===== src/rtl/psum_collector.sv =====
// ============================================================================
// Module   : psum_collector
// Purpose  : Accumulates PE partial-sum rows over several input-channel passes
//            and drains the finished row downstream over valid/ready.
// Revision : 1.0 - initial release
// ============================================================================
`default_nettype none

module psum_collector #(
    parameter int DEPTH = 16,
    parameter int W     = 24
) (
    input  logic         clk,
    input  logic         rst,
    input  logic         start,
    input  logic [3:0]   cfg_len,
    input  logic [3:0]   cfg_passes,
    input  logic [W-1:0] opsum_noc,
    input  logic         opsum_enable,
    output logic         opsum_ready,
    output logic [W-1:0] out_data,
    output logic         out_valid,
    output logic         out_last,
    input  logic         out_ready,
    output logic         busy,
    output logic         done
);

    localparam int c_IDX_W = $clog2(DEPTH);
    localparam int c_LEN_W = c_IDX_W + 1;

    typedef enum logic [1:0] {
        IDLE  = 2'd0,
        ACCUM = 2'd1,
        DRAIN = 2'd2
    } state_t;

    state_t               r_state;
    state_t               w_state_nxt;
    logic [c_IDX_W-1:0]   r_idx;
    logic [3:0]           r_pass;
    logic [c_LEN_W-1:0]   r_len;
    logic [3:0]           r_passes;
    logic [W-1:0]         r_buf [DEPTH];
    logic                 r_done;

    logic                 w_accept;
    logic                 w_drain_hs;
    logic                 w_idx_last;
    logic                 w_pass_last;

    assign w_idx_last  = ({1'b0, r_idx} == (r_len - 1'b1));
    assign w_pass_last = (r_pass == (r_passes - 4'd1));
    assign w_accept    = (r_state == ACCUM) && opsum_enable;
    assign w_drain_hs  = (r_state == DRAIN) && out_ready;
    assign done        = r_done;

    always_comb begin
        w_state_nxt = r_state;
        opsum_ready = 1'b0;
        out_valid   = 1'b0;
        out_last    = 1'b0;
        out_data    = '0;
        busy        = 1'b0;
        case (r_state)
            IDLE: begin
                if (start) w_state_nxt = ACCUM;
            end
            ACCUM: begin
                busy        = 1'b1;
                opsum_ready = 1'b1;
                if (w_accept && w_idx_last && w_pass_last) w_state_nxt = DRAIN;
            end
            DRAIN: begin
                busy      = 1'b1;
                out_valid = 1'b1;
                out_last  = w_idx_last;
                out_data  = r_buf[r_idx];
                if (w_drain_hs && w_idx_last) w_state_nxt = IDLE;
            end
            default: w_state_nxt = IDLE;
        endcase
    end

    always_ff @(posedge clk or negedge rst) begin
        if (!rst) begin
            r_state  <= IDLE;
            r_idx    <= '0;
            r_pass   <= '0;
            r_len    <= c_LEN_W'(DEPTH);
            r_passes <= 4'd1;
            r_done   <= 1'b0;
            for (int i = 0; i < DEPTH; i++) r_buf[i] <= '0;
        end else begin
            r_state <= w_state_nxt;
            r_done  <= w_drain_hs && w_idx_last;
            case (r_state)
                IDLE: begin
                    if (start) begin
                        r_len    <= (cfg_len == 4'd0) ? c_LEN_W'(DEPTH) : c_LEN_W'(cfg_len);
                        r_passes <= (cfg_passes == 4'd0) ? 4'd1 : cfg_passes;
                        r_idx    <= '0;
                        r_pass   <= '0;
                    end
                end
                ACCUM: begin
                    if (w_accept) begin
                        // First pass overwrites so stale row data never needs clearing.
                        r_buf[r_idx] <= (r_pass == 4'd0) ? opsum_noc : r_buf[r_idx] + opsum_noc;
                        if (w_idx_last) begin
                            r_idx <= '0;
                            if (!w_pass_last) r_pass <= r_pass + 4'd1;
                        end else begin
                            r_idx <= r_idx + 1'b1;
                        end
                    end
                end
                DRAIN: begin
                    if (w_drain_hs) r_idx <= w_idx_last ? '0 : r_idx + 1'b1;
                end
                default: r_idx <= '0;
            endcase
        end
    end

endmodule

`default_nettype wire


===== config.mk =====
export PLATFORM = sky130hd
export DESIGN_NAME = psum_collector
export DESIGN_NICKNAME = d
export VERILOG_FILES = /design/src/rtl/psum_collector.sv
export SDC_FILE = /design/constraint.sdc
export NUM_CORES = 1
export LEC_CHECK = 0
export ABC_AREA = 0
export CORE_UTILIZATION = 62
export CTS_CLUSTER_DIAMETER = 200
export DETAILED_ROUTE_END_ITERATION = 12
export PLACE_DENSITY = 0.86
export SLEW_MARGIN = 20
export SYNTH_ARGS = -nofsm -noshare
export SYNTH_HDL_FRONTEND = slang
export SYNTH_SLANG_ARGS = --single-unit
export TNS_END_PERCENT = 5

===== constraint.sdc =====
create_clock -name clk -period 5.5 [get_ports clk]
set_input_delay 1.1 -clock clk [delete_from_list [all_inputs] [get_ports clk]]
set_output_delay 1.1 -clock clk [all_outputs]
set_load 0.01 [all_outputs]

==> impl_metrics.ini, run 1 <==
[place]
dp_slack_ns = 0.3967
dp_hpwl_mm = 31.69
gp_congestion = 0.9306
numPortBuffers = 65

[drt]
drc = 0
vias = 14880
routed_wl_mm = 52.15
viasPerCell = 6.643
antenna_left = 0
first_iter_violations = 1730
firstDrtPassIters = 8
wire_per_inst_microns = 23.28

[worst_setup_path]
cp_max_fo = 30
rrSetupSlack_ns = 0.49
start_kind = register
end_kind = register
critPathKind = register to register
reg2reg_depth = 14
worst_ep_required_time_ns = 5.98
arrival_ns = 5.49

[synth]
avgSynthCellArea_sq_um = 10.76
ys_warn_count = 0
syn_inst = 1795
ys.flop_type = dfrtp_1
synth.top_cell.area_share = 0.5209
synth-async-reset-ratio = 1.000
synth_area_leaders = dfrtp_1, mux4_2, o21ai_0
synth-edff-count = 0
synth_top_area_cell = dfrtp_1
synth_seq_cells = 404
syn-num-nets = 1868
synth-seq-area-share = 0.5236
mappedNetlistArea_sq_mm = 0.01931
synth_cell_type_count = 54

[die]
die_x_microns = 178.5
initial_utilization = 0.6313
core_area_sq_mm = 0.03059
pin_count = 66
rows = 64
chipHeight_microns = 178.5
design.die.area_sq_mm = 0.03186

[sta]
tightest_slew_ns = 1.176
tns_ns = 0
setup_viol = 0
fin_ws_ns = 0.4932
rsz0062_at_grt = false
finalCritPeriodShare = 0.9103
drv_slew = 0
slew_headroom = 0.2163
min_period_ns = 5.007
max_freq_mhz = 199.7
hold_ws_ns = 0.4186
report.final.hold_viol_count = 0
fin_skew_ns = 0.02009

[grt]
grt_pass1_wl_mm = 81.52
grt_remaining_overflow = 0
grt_max_degree = 140
antenna_found_initial = 0
grt_pass1_vias = 15144
track_usage = 0.3384

[worst_hold_path]
hold_class = input port to async pin

[power]
pwr-share-comb = 0.438
p_switching_mw = 4.802
clkPwrFrac = 0.232
vdd_ir_drop_max_mv = 0.3831
swShare = 0.3977
p_seq_frac = 0.330
p_per_area_mw_per_mm2 = 553.8
leakagePower_nw = 9.592
intPower_mw = 7.273

[clock_network]
cts.root.buffer_cell = clkbuf_16
cts_made_buffers = 41
cts.sinks = 404
htreeDepth = 2
cts_tree = yes
clk_path_buf_depth = 3
clk_pin_slew_ns = 0.06
insertion_delay_ns = 0.55

[finish]
most-common-layout-cells = dfrtp_1, nand2_1, o21ai_0
final_common_cell = dfrtp_1
final_core_utilization = 0.7128
syn_to_final_growth_pct = 12.91
n_antenna_cell = 0
layout.nets = 1886
drive_above_1_share = 0.1518

[outcome]
status = completed

[job]
max_cap_viol_count = 0
[Yosys cell counts (2+ instances only)]
cell       count
dfstp_2        2
a21o_1        12
nand3_1       14
nand3b_1       2
o211ai_1       4
mux2_2        26
o211a_1        2
o21ai_0      361
a31oi_1        6
ha_1          35
and2_1        28
a21oi_1       57
buf_1          7
a22o_1         3
xnor2_1       16
or2_2          2
or3_1          6
dfrtp_1      402
and3_1         7
or4_1          2
buf_2          8
mux2i_1        7
clkbuf_2       3
inv_1         21
nor2b_1        8
a2111oi_2      2
o21ai_1        2
a211oi_1       2
nor2_1        42
nor3_1        15
o21a_1         5
xor2_1         9
clkbuf_1     123
nand2_1      395
o31ai_1       17
nand2b_1       5
mux4_2       120
[power by group through the flow]
stage	combinational, mW	sequential (mW)	clock, mW
finish	5.28	3.99	2.80
detailed placement	5.10	4.00	0
CTS	5.16	3.97	2.82
global placement	4.92	3.96	0
floorplan	3.62	3.81	0
global route	5.72	4.04	2.94
[critical path: stages, from the launching register on]
cell and delay [ns]:
dfrtp_4 0.76, buf_12 0.28, buf_12 0.26, mux4_2 0.53, mux4_2 0.50, ha_1 0.38, a21oi_1 0.20, o21ai_0 0.13
o41ai_1 0.44, o221ai_1 0.17, o21a_1 0.22, o21ai_0 0.20, nand3_2 0.16, xnor2_4 0.40, mux2_2 0.25
[what timing repair did]
item	4_1_cts	5_1_grt
gates resized for setup	0	1
endpoints found under the hold margin	0	0
buffers inserted	0	0
setup endpoints to repair	0	4
hold buffers	0	0
[final timing paths]
| check | to | startpoint |
|---|---|---|
| setup / recovery | r_buf[167]$_DFFE_PN0P_ | r_idx[0]$_DFFE_PN0P_ |
| hold / removal | r_buf[80]$_DFFE_PN0P_ | rst |
| setup reg to reg | r_buf[167]$_DFFE_PN0P_ | r_idx[0]$_DFFE_PN0P_ |
| hold reg to reg | r_buf[142]$_DFFE_PN0P_ | r_buf[142]$_DFFE_PN0P_ |
| max in group asynchronous | r_buf[75]$_DFFE_PN0P_ | rst |
| min in group clk | r_buf[142]$_DFFE_PN0P_ | r_buf[142]$_DFFE_PN0P_ |
[state kept, by name (all words and copies together) (netlist names)]
name and count:
r_passes 4, r_idx 4, r_pass 4, r_buf 384, done 1, r_len 5, r_state 2
[stage by stage]
| stage | instance area (sq um) | instances | power, mW |
|---|---|---|---|
| floorplan | 19310 | 1795 | 7.425 |
| global placement | 20400 | 2165 | 8.883 |
| detailed placement | 20400 | 2165 | 9.098 |
| CTS | 21750 | 2239 | 11.96 |
| global route | 21800 | 2240 | 12.70 |
| finish | 21800 | 2240 | 12.07 |
[area by class of cell]
cell class              count  area [sq um]
fillers                  1925          8785
clock inverters            12         157.7
clock buffers              62          1185
flip-flops and latches    404         10120
repair buffers            117          1154
well taps                 396         495.5
multi-input cells        1228          8612
inverters                  21         78.83
[metal layers]
| metal | GRT usage | up-vias | wire (microns) |
|---|---|---|---|
| met2 | 0.5620 | 977 | 25870 |
| li1 | - | 6354 | - |
| met4 | 0.1490 | 0 | 1939 |
| met1 | 0.4355 | 7375 | 19240 |
| met5 | 0 | - | 0 |
| met3 | 0.06415 | 174 | 5097 |
[logic make-up (layout without fill, tap and decap cells)]
kind of cell / Yosys count / after routing / synth area share
buffers and inverters: 163 / 212 / 0.03278
DFF: 404 / 404 / 0.5236
adders and majority gates: 36 / 36 / 0.02371
xor gates and xnor gates: 26 / 26 / 0.01218
and+or+nand+nor: 529 / 529 / 0.1136
AOI/OAI and AO/OA: 484 / 484 / 0.1354
muxes: 153 / 153 / 0.1587
Power figures use the tool's default switching activity.
==> inputs of run 2 (changes only) <==
Settings changed: SLEW_MARGIN 20 to 30.
==> impl_metrics.ini, run 2 (synthesis results as in run 1) <==
[grt]
track_usage = 0.3403
antenna_found_initial = 0
grt_pass1_wl_mm = 81.80
grt_remaining_overflow = 0
grt_max_degree = 107
grt_pass1_vias = 15131

[power]
swShare = 0.3968
p_switching_mw = 4.884
clkPwrFrac = 0.240
p_per_area_mw_per_mm2 = 561.5
p_seq_frac = 0.324
leakagePower_nw = 9.634
pwr-share-comb = 0.436
intPower_mw = 7.423
vdd_ir_drop_max_mv = 0.3287

[die]
design.die.area_sq_mm = 0.03186
pin_count = 66
initial_utilization = 0.6313
die_x_microns = 178.5
rows = 64
core_area_sq_mm = 0.03059
chipHeight_microns = 178.5

[drt]
first_iter_violations = 1692
wire_per_inst_microns = 23.64
drc = 0
vias = 14959
viasPerCell = 6.672
antenna_left = 0
firstDrtPassIters = 9
routed_wl_mm = 53.00

[clock_network]
cts_hold_buf = 0
cts.root.buffer_cell = clkbuf_16
htreeDepth = 2
cts_tree = yes
insertion_delay_ns = 0.54
cts_made_buffers = 42
clk_pin_slew_ns = 0.06
cts.sinks = 404
clk_path_buf_depth = 3

[sta]
slew_headroom = 0.4612
rsz0062_at_grt = false
max_freq_mhz = 198.2
min_period_ns = 5.046
setup_viol = 0
drv_slew = 0
finalCritPeriodShare = 0.9175
report.final.hold_viol_count = 0
fin_skew_ns = 0.02814
tns_ns = 0
tightest_slew_ns = 0.8082
fin_ws_ns = 0.4538

[place]
dp_hpwl_mm = 31.65
dp_slack_ns = 0.3715
dp.cells = 2166
numPortBuffers = 65
gp_congestion = 0.9306

[worst_setup_path]
cp_top_family = multiplexers
crit_buf_inv = 2
end_kind = register
cp_max_fo = 25
path_cells = buf_12 > buf_12 > mux4_2 > mux4_2 > ha_1 > o211ai_1 > or4_4 > a2111oi_2 > o21a_1 > or3_1 > nand3_2 > xnor2_4 > mux2_2
start_kind = register
crit_path_top_delay_cell = dfrtp_4
slowest_delay_ns = 0.76
reg2reg_depth = 13
cp_num_cells = 13
arrival_ns = 5.51
critPathKind = register to register
worst_ep_required_time_ns = 5.96

[outcome]
status = completed

[finish]
n_fill_cell = 1936
final_common_cell = dfrtp_1
n_antenna_cell = 0
ff_latch_area_sq_mm = 0.01012
syn_to_final_growth_pct = 13.51
reg_top3 = r_buf x384, r_len x5
instances_no_fill = 2242
drive_above_1_share = 0.1582
largest_reg_flops = 384
largest_register = r_buf
multi_input_area_sq_mm = 0.008630
most-common-layout-cells = dfrtp_1, nand2_1, o21ai_0
layout.nets = 1887

[job]
max_cap_viol_count = 0

[worst_hold_path]
hold_class = register to register
whs_path_depth = 2
## run 2: power groups by stage
stage	Sequential, mW	Clock (mW)	Combinational, mW
global route	4.04	3.09	5.79
CTS	3.97	2.97	5.20
finish	3.99	2.96	5.36
floorplan	3.81	0	3.62
global placement	3.96	0	4.92
detailed placement	4.00	0	5.11
## run 2: worst paths after layout
| kind | startpoint | to | slack (ns) |
|---|---|---|---|
| max | r_idx[0]$_DFFE_PN0P_ | r_buf[383]$_DFFE_PN0P_ | 0.45 |
| min | r_buf[232]$_DFFE_PN0P_ | r_buf[232]$_DFFE_PN0P_ | 0.47 |
| max reg2reg | r_idx[0]$_DFFE_PN0P_ | r_buf[383]$_DFFE_PN0P_ | 0.45 |
| min reg2reg | r_buf[232]$_DFFE_PN0P_ | r_buf[232]$_DFFE_PN0P_ | 0.47 |
| max in group asynchronous | rst | r_buf[93]$_DFFE_PN0P_ | 3.62 |
| min in group asynchronous | rst | r_buf[79]$_DFFE_PN0P_ | 0.52 |
## run 2: worst reg2reg max path, cell delays in order (launching register included)
cell	delay (ns)
dfrtp_4	0.76
buf_12	0.31
buf_12	0.24
mux4_2	0.52
mux4_2	0.52
ha_1	0.39
o211ai_1	0.15
or4_4	0.53
a2111oi_2	0.38
o21a_1	0.23
or3_1	0.13
nand3_2	0.13
xnor2_4	0.43
mux2_2	0.25
## run 2: metrics by stage
stage	utilization	power (mW)	cell area, sq um	hold WS (ns)
2_1_floorplan	-	7.425	19310	0.4432
3_3_place_gp	0.6670	8.883	20400	0.4552
3_5_place_dp	0.6684	9.106	20450	0.4603
4_1_cts	0.7154	12.14	21880	0.4766
5_1_grt	0.7166	12.92	21920	0.4932
6_report	0.7166	12.31	21920	0.4722
## run 2: timing repair
item	4_1_cts	5_1_grt
resized for setup	0	1
endpoints found under the setup margin	0	16
buffers inserted	0	0
## run 2: routing by layer
| metal | share of wire | vias to the layer above | GRT usage |
|---|---|---|---|
| met5 | 0 | - | 0 |
| met4 | 0.047 | 0 | 0.1663 |
| met3 | 0.10 | 217 | 0.07950 |
| met2 | 0.49 | 947 | 0.5518 |
| met1 | 0.36 | 7425 | 0.4326 |
| li1 | - | 6370 | - |
## run 2: area by class of cell
type / instances / share of cell area
Tap cell: 396 / 0.02260
Clock buffer: 59 / 0.05548
Multi-Input combinational cell: 1228 / 0.3937
Clock inverter: 17 / 0.01010
Timing Repair Buffer: 117 / 0.05263
Inverter: 21 / 0.003596
Sequential cell: 404 / 0.4619
